===== src/rtl/uart_tx_buffered.sv =====
`default_nettype none
// ============================================================================
//  Module      : uart_tx_buffered
//  Description : 8N1 UART transmitter with a single-entry holding buffer
//                allowing gapless back-to-back frames on TXD.
//  Revision    : 1.0 - initial release
// ============================================================================
module uart_tx_buffered #(
    parameter int CLKS_PER_BIT = 27,
    parameter int STOP_BITS    = 1
) (
    input  logic       CLK,
    input  logic       RST,
    input  logic [7:0] tx_data,
    input  logic       tx_valid,
    output logic       tx_ready,
    output logic       TXD,
    output logic       busy
);

    localparam int                 c_CNT_W     = (CLKS_PER_BIT > 1) ? $clog2(CLKS_PER_BIT) : 1;
    localparam logic [c_CNT_W-1:0] c_CNT_MAX   = c_CNT_W'(CLKS_PER_BIT - 1);
    localparam logic [c_CNT_W-1:0] c_CNT_ONE   = c_CNT_W'(1);
    localparam logic [2:0]         c_STOP_LAST = 3'(STOP_BITS - 1);

    typedef enum logic [1:0] {
        S_IDLE  = 2'd0,
        S_START = 2'd1,
        S_DATA  = 2'd2,
        S_STOP  = 2'd3
    } state_t;

    state_t               r_state;
    state_t               w_state;
    logic [c_CNT_W-1:0]   r_cnt;
    logic [c_CNT_W-1:0]   w_cnt;
    logic [2:0]           r_bit_idx;
    logic [2:0]           w_bit_idx;
    logic [7:0]           r_shift;
    logic [7:0]           w_shift;
    logic [7:0]           r_buf;
    logic [7:0]           w_buf;
    logic                 r_buf_full;
    logic                 w_buf_full;
    logic                 r_txd;
    logic                 w_txd;
    logic                 w_load;
    logic                 w_accept;
    logic                 w_bit_end;

    assign w_bit_end = (r_cnt == c_CNT_MAX);
    assign w_accept  = tx_valid & ~r_buf_full;

    always_ff @(posedge CLK or posedge RST) begin
        if (RST) begin
            r_state    <= S_IDLE;
            r_cnt      <= '0;
            r_bit_idx  <= '0;
            r_shift    <= '0;
            r_buf      <= '0;
            r_buf_full <= 1'b0;
            r_txd      <= 1'b1;
        end else begin
            r_state    <= w_state;
            r_cnt      <= w_cnt;
            r_bit_idx  <= w_bit_idx;
            r_shift    <= w_shift;
            r_buf      <= w_buf;
            r_buf_full <= w_buf_full;
            r_txd      <= w_txd;
        end
    end

    always_comb begin
        w_state    = r_state;
        w_cnt      = r_cnt;
        w_bit_idx  = r_bit_idx;
        w_shift    = r_shift;
        w_buf      = r_buf;
        w_buf_full = r_buf_full;
        w_txd      = r_txd;
        w_load     = 1'b0;

        // The baud counter only runs while a frame is on the wire
        if (r_state == S_IDLE) begin
            w_cnt = '0;
        end else begin
            w_cnt = w_bit_end ? '0 : (r_cnt + c_CNT_ONE);
        end

        case (r_state)
            S_IDLE: begin
                w_txd = 1'b1;
                if (r_buf_full) begin
                    w_load  = 1'b1;
                    w_state = S_START;
                    w_txd   = 1'b0;
                end
            end
            S_START: begin
                if (w_bit_end) begin
                    w_state   = S_DATA;
                    w_bit_idx = '0;
                    w_txd     = r_shift[0];
                end
            end
            S_DATA: begin
                if (w_bit_end) begin
                    if (r_bit_idx == 3'd7) begin
                        w_state   = S_STOP;
                        w_bit_idx = '0;
                        w_txd     = 1'b1;
                    end else begin
                        w_bit_idx = r_bit_idx + 3'd1;
                        w_shift   = {1'b0, r_shift[7:1]};
                        w_txd     = r_shift[1];
                    end
                end
            end
            S_STOP: begin
                w_txd = 1'b1;
                if (w_bit_end) begin
                    if (r_bit_idx == c_STOP_LAST) begin
                        w_bit_idx = '0;
                        // A waiting byte starts immediately: no idle gap
                        if (r_buf_full) begin
                            w_load  = 1'b1;
                            w_state = S_START;
                            w_txd   = 1'b0;
                        end else begin
                            w_state = S_IDLE;
                        end
                    end else begin
                        w_bit_idx = r_bit_idx + 3'd1;
                    end
                end
            end
            default: begin
                w_state = S_IDLE;
                w_txd   = 1'b1;
            end
        endcase

        // Load only happens with a full buffer and accept only with an empty one
        if (w_load) begin
            w_shift    = r_buf;
            w_buf_full = 1'b0;
        end else if (w_accept) begin
            w_buf      = tx_data;
            w_buf_full = 1'b1;
        end
    end

    assign tx_ready = ~r_buf_full;
    assign TXD      = r_txd;
    assign busy     = (r_state != S_IDLE) | r_buf_full;

endmodule
`default_nettype wire


===== config.mk =====
export PLATFORM = sky130hd
export DESIGN_NAME = uart_tx_buffered
export DESIGN_NICKNAME = d
export VERILOG_FILES = /design/src/rtl/uart_tx_buffered.sv
export SDC_FILE = /design/constraint.sdc
export NUM_CORES = 1
export LEC_CHECK = 0
export BUFFER_PORTS_ARGS = -buffer_cell sky130_fd_sc_hd__buf_2
export CORE_MARGIN = 2
export CORE_UTILIZATION = 54
export CTS_BUF_LIST = sky130_fd_sc_hd__clkbuf_8
export DETAILED_ROUTE_END_ITERATION = 8
export PLACE_DENSITY = 0.88
export SKIP_LAST_GASP = 1
export SYNTH_ARGS = -nofsm -noshare
export SYNTH_HDL_FRONTEND = slang
export SYNTH_SLANG_ARGS = --single-unit

===== constraint.sdc =====
create_clock -name CLK -period 2 [get_ports CLK]
set_input_delay 0.1 -clock CLK [delete_from_list [all_inputs] [get_ports CLK]]
set_output_delay 0.1 -clock CLK [all_outputs]
set_load 0.01 [all_outputs]

# == Word-level counts from Yosys, hierarchy flattened ==
# Cells that the tools add are included.
# W data, S select, Z words.
# word_totals
ff_bits,28
latch_bits,0
ram_bits,0
mem_bits_ro,0
inputBits,11
output_inout_bits,3
elab_cells,70
mem_count,0
# classes
addsub,2
multipliers,0
n_div,0
order_cmp,0
n_eq_ne,12
shift,0
muxes,33
bitwise,4
n_reduce_logical,12
# op_table
op,n
$mux W8,4
$mux W3,5
$ne A2 B2 Y1 const B,7
$mux W1,12
$mux W2,6
$mux W5,2
$pmux W3 S3,1
$pmux W2 S4,1
$reduce_bool A2 Y1,4
$reduce_and A6 Y1,1
$add A5 B1 Y5 const B,1
$eq A5 B5 Y1 const B,1
$eq A2 B2 Y1 const B,2
$pmux W1 S4,1
$reduce_and A2 Y1,2
$reduce_and A4 Y1,1
$add A3 B1 Y3 const B,1
$eq A3 B3 Y1 const B,1
$logic_not A3 Y1,1
$reduce_and A3 Y1,1
$reduce_bool A3 Y1,1
$eq A2 B1 Y1 const B,1
$logic_not A2 Y1,1
$not A1 Y1,2
3 further kinds,3

# == Logic depth before layout (Yosys ltp) ==
# Gate-level depths: netlist (run 1).
# logic_depth
ltp_word,6
mapped_depth,7

# == Least setup slack after synthesis (run 1) ==
# Ideal clock, no wire load.
# synth_path
path_type,register to register
from,reg r_bit_idx[0]
to,reg r_shift[0]
t_arrival_ns,1.736
setup_slack_ns,0.139
path_stages_with_launch,7
path_buffers,0
path_cell_list,dfrtp_1 > ha_1 > ha_1 > nand2b_1 > nor2_2 > mux2_2 > mux2_2
# synth_between
elab_chain_len,6
elab_cells_between_ends,10
# synth_lines
item,line,text
from (decl),37,logic [2:0] r_bit_idx;
from (signal assigned),66,r_bit_idx <= w_bit_idx;
$logic_not A3 Y1,123,if (r_bit_idx == c_STOP_LAST) begin
$mux W1,123,
$mux W1,122,if (w_bit_end) begin
$pmux W1 S2,91,case (r_state)
$ne A2 B2 Y1 (no source line) or $reduce_bool A2 Y1 (tied branches),-,
$reduce_and A3 Y1 (no source line),-,
to (signal assigned),67,r_shift <= w_shift;
to (decl),39,logic [7:0] r_shift;
# Several ways; a longest one is shown, not always the timed one.
# A chain may end at the register's enable or synchronous reset.

# == Worst setup path in the final report (run 1) ==
# layout_path
from,reg r_state[0]
to,reg r_state[1]
# layout_between
elab_chain_len,3
elab_cells_between_ends,12
# layout_lines
item,line,text
from (decl),33,state_t r_state;
from (signal assigned),64,r_state <= w_state;
"$eq A2 B2 Y1, or another cell as far along",91,
$ne A2 B2 Y1 (no source line),-,
$reduce_and A6 Y1 (no source line),-,
# Several ways; a longest one is shown, not always the timed one.

==> results.md, run 1 <==
* Max Slew Vio Count at 0
* Area of the multi-input gates at 717 sq um
* Post-Syn Instances at 120
* Synth area leaders: dfrtp_1 (47%), mux2_2 (19%), ha_1 (8.7%), nor2_1 (2.9%), o21ai_0 (2.1%)
* Fin. Hold Viols at 0
* R2R depth at 7
* FF-to-FF End: r_state[1]
* Final nets at 166
* Routed len/inst at 14.3 microns
* Largest net degree at the start of global routing at 29
* CP Data Arrival Time at 2.10 ns
* Global-route wire length before repair at 4050 microns
* Clk buf depth at 2
* Vias at 960
* Setup crit end kind: flip-flop
* Register area at 703 sq um
* Crit Path Class: flip-flop to flip-flop
* CP Data Required Time at 2.16 ns
* Final Util at 0.676
* Post-Syn Nets at 141
* Die Y-Extent at 55.8 microns
* RSZ-0062 raised after global routing: true
* VDD IR max at 0.905 mV
* Setup TNS at 0 ns
* Die Span X at 55.8 microns
* Post-synthesis simple-gate area fraction at 0.113
* Tot GR Track Use at 0.164
* Worst-path clk slew at 0.09 ns
* Post-synth top area share at 0.467
* Core area at 2500 sq um
* Cell taking the most area after synthesis: dfrtp_1
* Min-delay src: tx_data[2]
* Cells along the critical path: inv_1 -> ha_1 -> buf_4 -> nor3_2 -> o21ai_0 -> or2_1 -> mux2_2
* Seq cells post-synth at 28
* Most frequent cells in the layout: dfrtp_1 (26), mux2_2 (24), buf_2 (13)
* Hold Path End: r_buf[2]
* Via/cell ratio at 5.52
* Finished Layout Cells at 174
* CTS tree: yes
* Final setup violating endpoints at 0
* Fmax at 0.514 GHz
* Row Count at 18
* Adder-cell share of the synthesized area at 0.0865
* Inserted Clock Buffers at 3
* Synth unique cells at 29
* Initial DRT Pass Iterations at 4
* CP Max Fanout at 5
* Hold slack at 0.0518 ns
* Total clock sinks at 28
* Starting density of the core at 0.579
* Tmin final at 1.95 ns
* Max-capacitance violation count at 0
* CTS H-tree lvls at 1
* Final GP Congestion at 0.790
* DP Cell Count at 168
* DR iter-0 viols at 21
* Pwr Density at 1430 nW/um^2
* Crit path largest cell delay at 0.42 ns
* Vias in the first global route at 955
* Commonest non-fill, non-tap cell in the layout: dfrtp_1
* Largest family of logic cells by synthesized area: multiplexers
* Ant diodes at 0
* Post-DP HPWL at 1770 microns
* R2R Setup Slk at 0.05 ns
* Synth warn at 0
* FF-to-FF Start: r_state[0]
* Critical Path Start Type: flip-flop
* Final WL at 2500 microns
* Critical path buffer and inverter count at 2
* Hold Crit Class: input pin to flip-flop
* Antenna violations before repair at 0
* Worst clock skew at 0.00608 ns
* Hold Path Depth at 2
* Post-synthesis xor/xnor area fraction at 0.0182
* Ratio of cells with drive above 1 in the final layout at 0.396
* Root buffer cell: clkbuf_8
* Area grow syn2layout at 16.9%
* Slew HR at 0.759
* Port Buf Inserts at 13
* Mapped cell area at 1450 sq um
* Compound-Gate Fraction of Synth Area at 0.0787
* Slew @ Worst Pin at 0.352 ns
* Mux contribution to synthesized area at 0.187
* Pleak at 0.784 nW
* Crit path max-delay cell type: dfrtp_2
* Final Cycle Share at 0.973
* Final ANT Viol Nets at 0
* Grt ovf at 0
* Io pins at 14
* Sequential element share of the synthesized area at 0.485
* Top delay family on crit path: simple AND/OR/NAND/NOR gates
* # DRC at 0
* Status: finished clean
* Worst skew pair latency at 0.27 ns
* Die footprint at 3110 sq um
* Layout fillers at 177
* Avg Cell Area, Syn at 12.1 sq um
==> synth_stat cells <==
library cell / number
nor2b_1: 2
xnor2_1: 1
dfstp_2: 1
a2111oi_0: 1
nor3_4: 1
nand2_1: 1
nor2_2: 1
and4b_1: 1
and2b_2: 1
a31oi_1: 1
nor2_1: 11
dfrtp_1: 27
nand4b_1: 1
o21ai_0: 6
nand2b_1: 4
nand3_1: 4
o21a_1: 1
o31ai_1: 2
mux2_2: 24
a21oi_1: 2
buf_6: 1
inv_1: 8
clkbuf_1: 1
nor3_1: 1
ha_1: 10
a31oi_4: 1
or2_1: 1
a21o_1: 2
xor2_1: 2
==> what timing repair did <==
| action | 4_1_cts | 5_1_grt |
|---|---|---|
| hold buffers | 1 | 0 |
| setup endpoints to repair | 7 | 9 |
| pin swaps | 0 | 2 |
| setup buffers | 0 | 1 |
| gates resized for setup | 1 | 3 |
| endpoints found under the hold margin | 27 | 0 |
==> how the worst max path moves through the flow <==
| stage | start | to | slack (ns) | depth (start not counted) |
|---|---|---|---|---|
| finish | r_state[0] | r_state[1] | 0.05 | 7 |
| global route | r_state[0] | r_state[1] | -0.03 | 7 |
| CTS | r_state[0] | r_state[1] | 0.05 | 7 |
| detailed placement | r_bit_idx[0] | r_shift[1] | -0.02 | 6 |
| global placement | r_bit_idx[0] | r_shift[1] | 0.06 | 6 |
| floorplan | r_bit_idx[0] | r_shift[0] | 0.14 | 6 |
==> worst register-to-register path, cell delays in order, from the launching register on <==
cell	delay [ns]
dfrtp_2	0.42
inv_1	0.09
ha_1	0.26
buf_4	0.18
nor3_2	0.21
o21ai_0	0.13
or2_1	0.28
mux2_2	0.28
==> area by class of cell <==
class	instances	area share
multi-input cells	82	0.424
flip-flops and latches	28	0.416
repair buffers	22	0.0873
clock buffers	4	0.0326
well taps	30	0.0222
inverters	8	0.0178
==> per-stage QoR <==
| stage | setup slack, ns | area [sq um] | total power, W |
|---|---|---|---|
| after detailed placement | -0.0159 | 1600 | 0.00202 |
| after global placement | 0.0627 | 1600 | 0.00195 |
| final | 0.0543 | 1690 | 0.00241 |
| after floorplan | 0.139 | 1450 | 0.00172 |
| after CTS | 0.0505 | 1670 | 0.00237 |
| after global routing | -0.0272 | 1690 | 0.00259 |
==> state kept, by name, summed over array words and instances (netlist names) <==
register	flops
r_buf_full	1
r_cnt	5
r_state	2
TXD	1
r_buf	8
r_bit_idx	3
r_shift	8
==> metal layers <==
layer  GRT usage  part of all wire  vias to the layer above
met5           0                 0                        -
met4      0.0697             0.016                        0
met3      0.0279             0.026                        6
met2       0.282              0.51                       19
met1       0.201              0.45                      474
li1            -                 -                      461
==> cell families (layout without fill, tap and decap cells) <==
kind of cell	after synthesis	count (layout)
simple gates	29	29
flops	28	28
mux	24	24
compound gates	16	16
fa+ha+maj	10	10
buf+inv	10	34
xor+xnor	3	3
==> power breakdown <==
part | switching [W] | internal (W)
Sequential | 0.000163 | 0.000820
Combinational | 0.000490 | 0.000596
Clock | 0.000170 | 0.000176
Total | 0.000823 | 0.00159
Note: power is estimated with default switching activity, not from simulation.
==> run 2, diff against run 1 <==
CORE_ASPECT_RATIO = 1.75   (was not set)
==> run 2 against run 1 <==
  * Sequential power up 0.8%
  * Die area up 0.52%
  * Critical endpoint is now r_shift[0]
  * Highest routed layer unchanged
  * Global-route usage up 3.4 points
  * Non-clock buffer count down 1
==> results.md, run 2 (synthesis results as in run 1) <==
* Status: finished clean
* Row Count at 24
* FF-to-FF End: r_shift[0]
* Core area at 2520 sq um
* Port Buf Inserts at 13
* Worst-path clk slew at 0.09 ns
* Ant diodes at 0
* CTS H-tree lvls at 1
* Largest net degree at the start of global routing at 29
* Antenna violations before repair at 0
* Max-capacitance violation count at 0
* Final GP Congestion at 0.896
* Layout fillers at 183
* Via/cell ratio at 5.67
* Worst skew pair latency at 0.28 ns
* CP Data Arrival Time at 2.07 ns
* Die Y-Extent at 72.5 microns
* Worst setup path end: r_shift[0]
* Setup TNS at 0 ns
* Final nets at 165
* CP Data Required Time at 2.18 ns
* CP Max Fanout at 8
* Final WL at 2630 microns
* Hold Crit Class: input pin to flip-flop
* R2R Setup Slk at 0.11 ns
* Clk buf depth at 2
* Crit Path Class: flip-flop to flip-flop
* Commonest non-fill, non-tap cell in the layout: dfrtp_1
* Most frequent cells in the layout: dfrtp_1 (27), mux2_2 (24), buf_2 (13)
* Critical Path Start Type: flip-flop
* R2R depth at 7
* Top flop regs: r_buf: 8 flops, r_shift: 8 flops, r_cnt: 5 flops
* Slew HR at 0.751
* Global-route wire length before repair at 4660 microns
* Ratio of cells with drive above 1 in the final layout at 0.385
* Final setup violating endpoints at 0
* Root buffer cell: clkbuf_8
* Final Cycle Share at 0.944
* Total clock sinks at 28
* Worst clock skew at 0.00131 ns
* Setup crit end kind: flip-flop
* Tmin final at 1.89 ns
* Starting density of the core at 0.573
* Crit. Startpoint: r_bit_idx[0]
* DP Cell Count at 163
* DR iter-0 viols at 23
* CTS tree: yes
* Finished Layout Cells at 169
* Slew @ Worst Pin at 0.364 ns
* Initial DRT Pass Iterations at 4
* Final ANT Viol Nets at 0
* VDD IR max at 1.08 mV
* FF-to-FF Start: r_bit_idx[0]
* Grt ovf at 0
* Io pins at 14
* Pwr Density at 1470 nW/um^2
* Post-DP HPWL at 1880 microns
* Routed len/inst at 15.6 microns
* Tot GR Track Use at 0.197
* Area grow syn2layout at 16.8%
* Inserted Clock Buffers at 3
* Die Span X at 43.1 microns
* Pleak at 0.786 nW
* Die footprint at 3120 sq um
* Max Slew Vio Count at 0
* RSZ-0062 raised after global routing: false
* Fin. Hold Viols at 0
* Vias at 958
* Vias in the first global route at 1075
* Fmax at 0.529 GHz
* # DRC at 0
[run 2: final cells by class]
class	count	area, sq um	share of cell area
Sequential cell	28	702	0.416
Inverter	8	30.0	0.0178
Clock buffer	3	41.3	0.0244
Multi-Input combinational cell	82	709	0.420
Tap cell	26	32.5	0.0193
Timing Repair Buffer	21	144	0.0852
Clock inverter	1	30.0	0.0178
[run 2: metrics by stage]
stage               area (sq um)  setup WS, ns   util  hold slack (ns)  power (W)
finish                      1690         0.111  0.670           0.0323    0.00249
global placement            1590         0.138  0.629            0.168    0.00194
global route                1690        0.0206  0.670           0.0431    0.00266
detailed placement          1590        0.0877  0.629            0.175    0.00201
CTS                         1670        0.0510  0.661           0.0361    0.00247
floorplan                   1450         0.139      -            0.165    0.00172
[run 2: critical path, cell delays in order (launching register included)]
cell and delay [ns]:
dfrtp_1 0.39, ha_1 0.20, ha_1 0.21, nand2b_4 0.15
nor2_2 0.09, buf_6 0.14, mux2_2 0.34, mux2_2 0.27
[run 2: worst min path at each step]
stage          startpoint      endpoint  slack (ns)  cells past startpoint
2_1_floorplan         RST  r_bit_idx[0]        0.16                      1
3_3_place_gp          RST      r_buf[3]        0.17                      3
3_5_place_dp          RST      r_buf[2]        0.17                      3
4_1_cts          tx_valid    r_buf_full        0.04                      3
5_1_grt        tx_data[2]      r_buf[2]        0.04                      2
6_report         tx_valid    r_buf_full        0.03                      3
[run 2: layer usage]
layer  wire length, microns  up-vias  global-route usage
met3                     85        7              0.0323
li1                       -      463                   -
met1                   1060      463               0.226
met5                      0        -                   0
met4                     76        0              0.0909
met2                   1410       25               0.350
[run 2: repair_timing]
item                       in CTS  in global routing
hold buffers                    1                  0
buffers inserted                0                  1
hold endpoints to repair       27                  0
setup endpoints to repair       0                  7
resized for setup               0                  3
[run 2: power by group]
part | switching, W | internal [W]
sequential | 0.000174 | 0.000818
combinational | 0.000473 | 0.000572
clock | 0.000186 | 0.000269
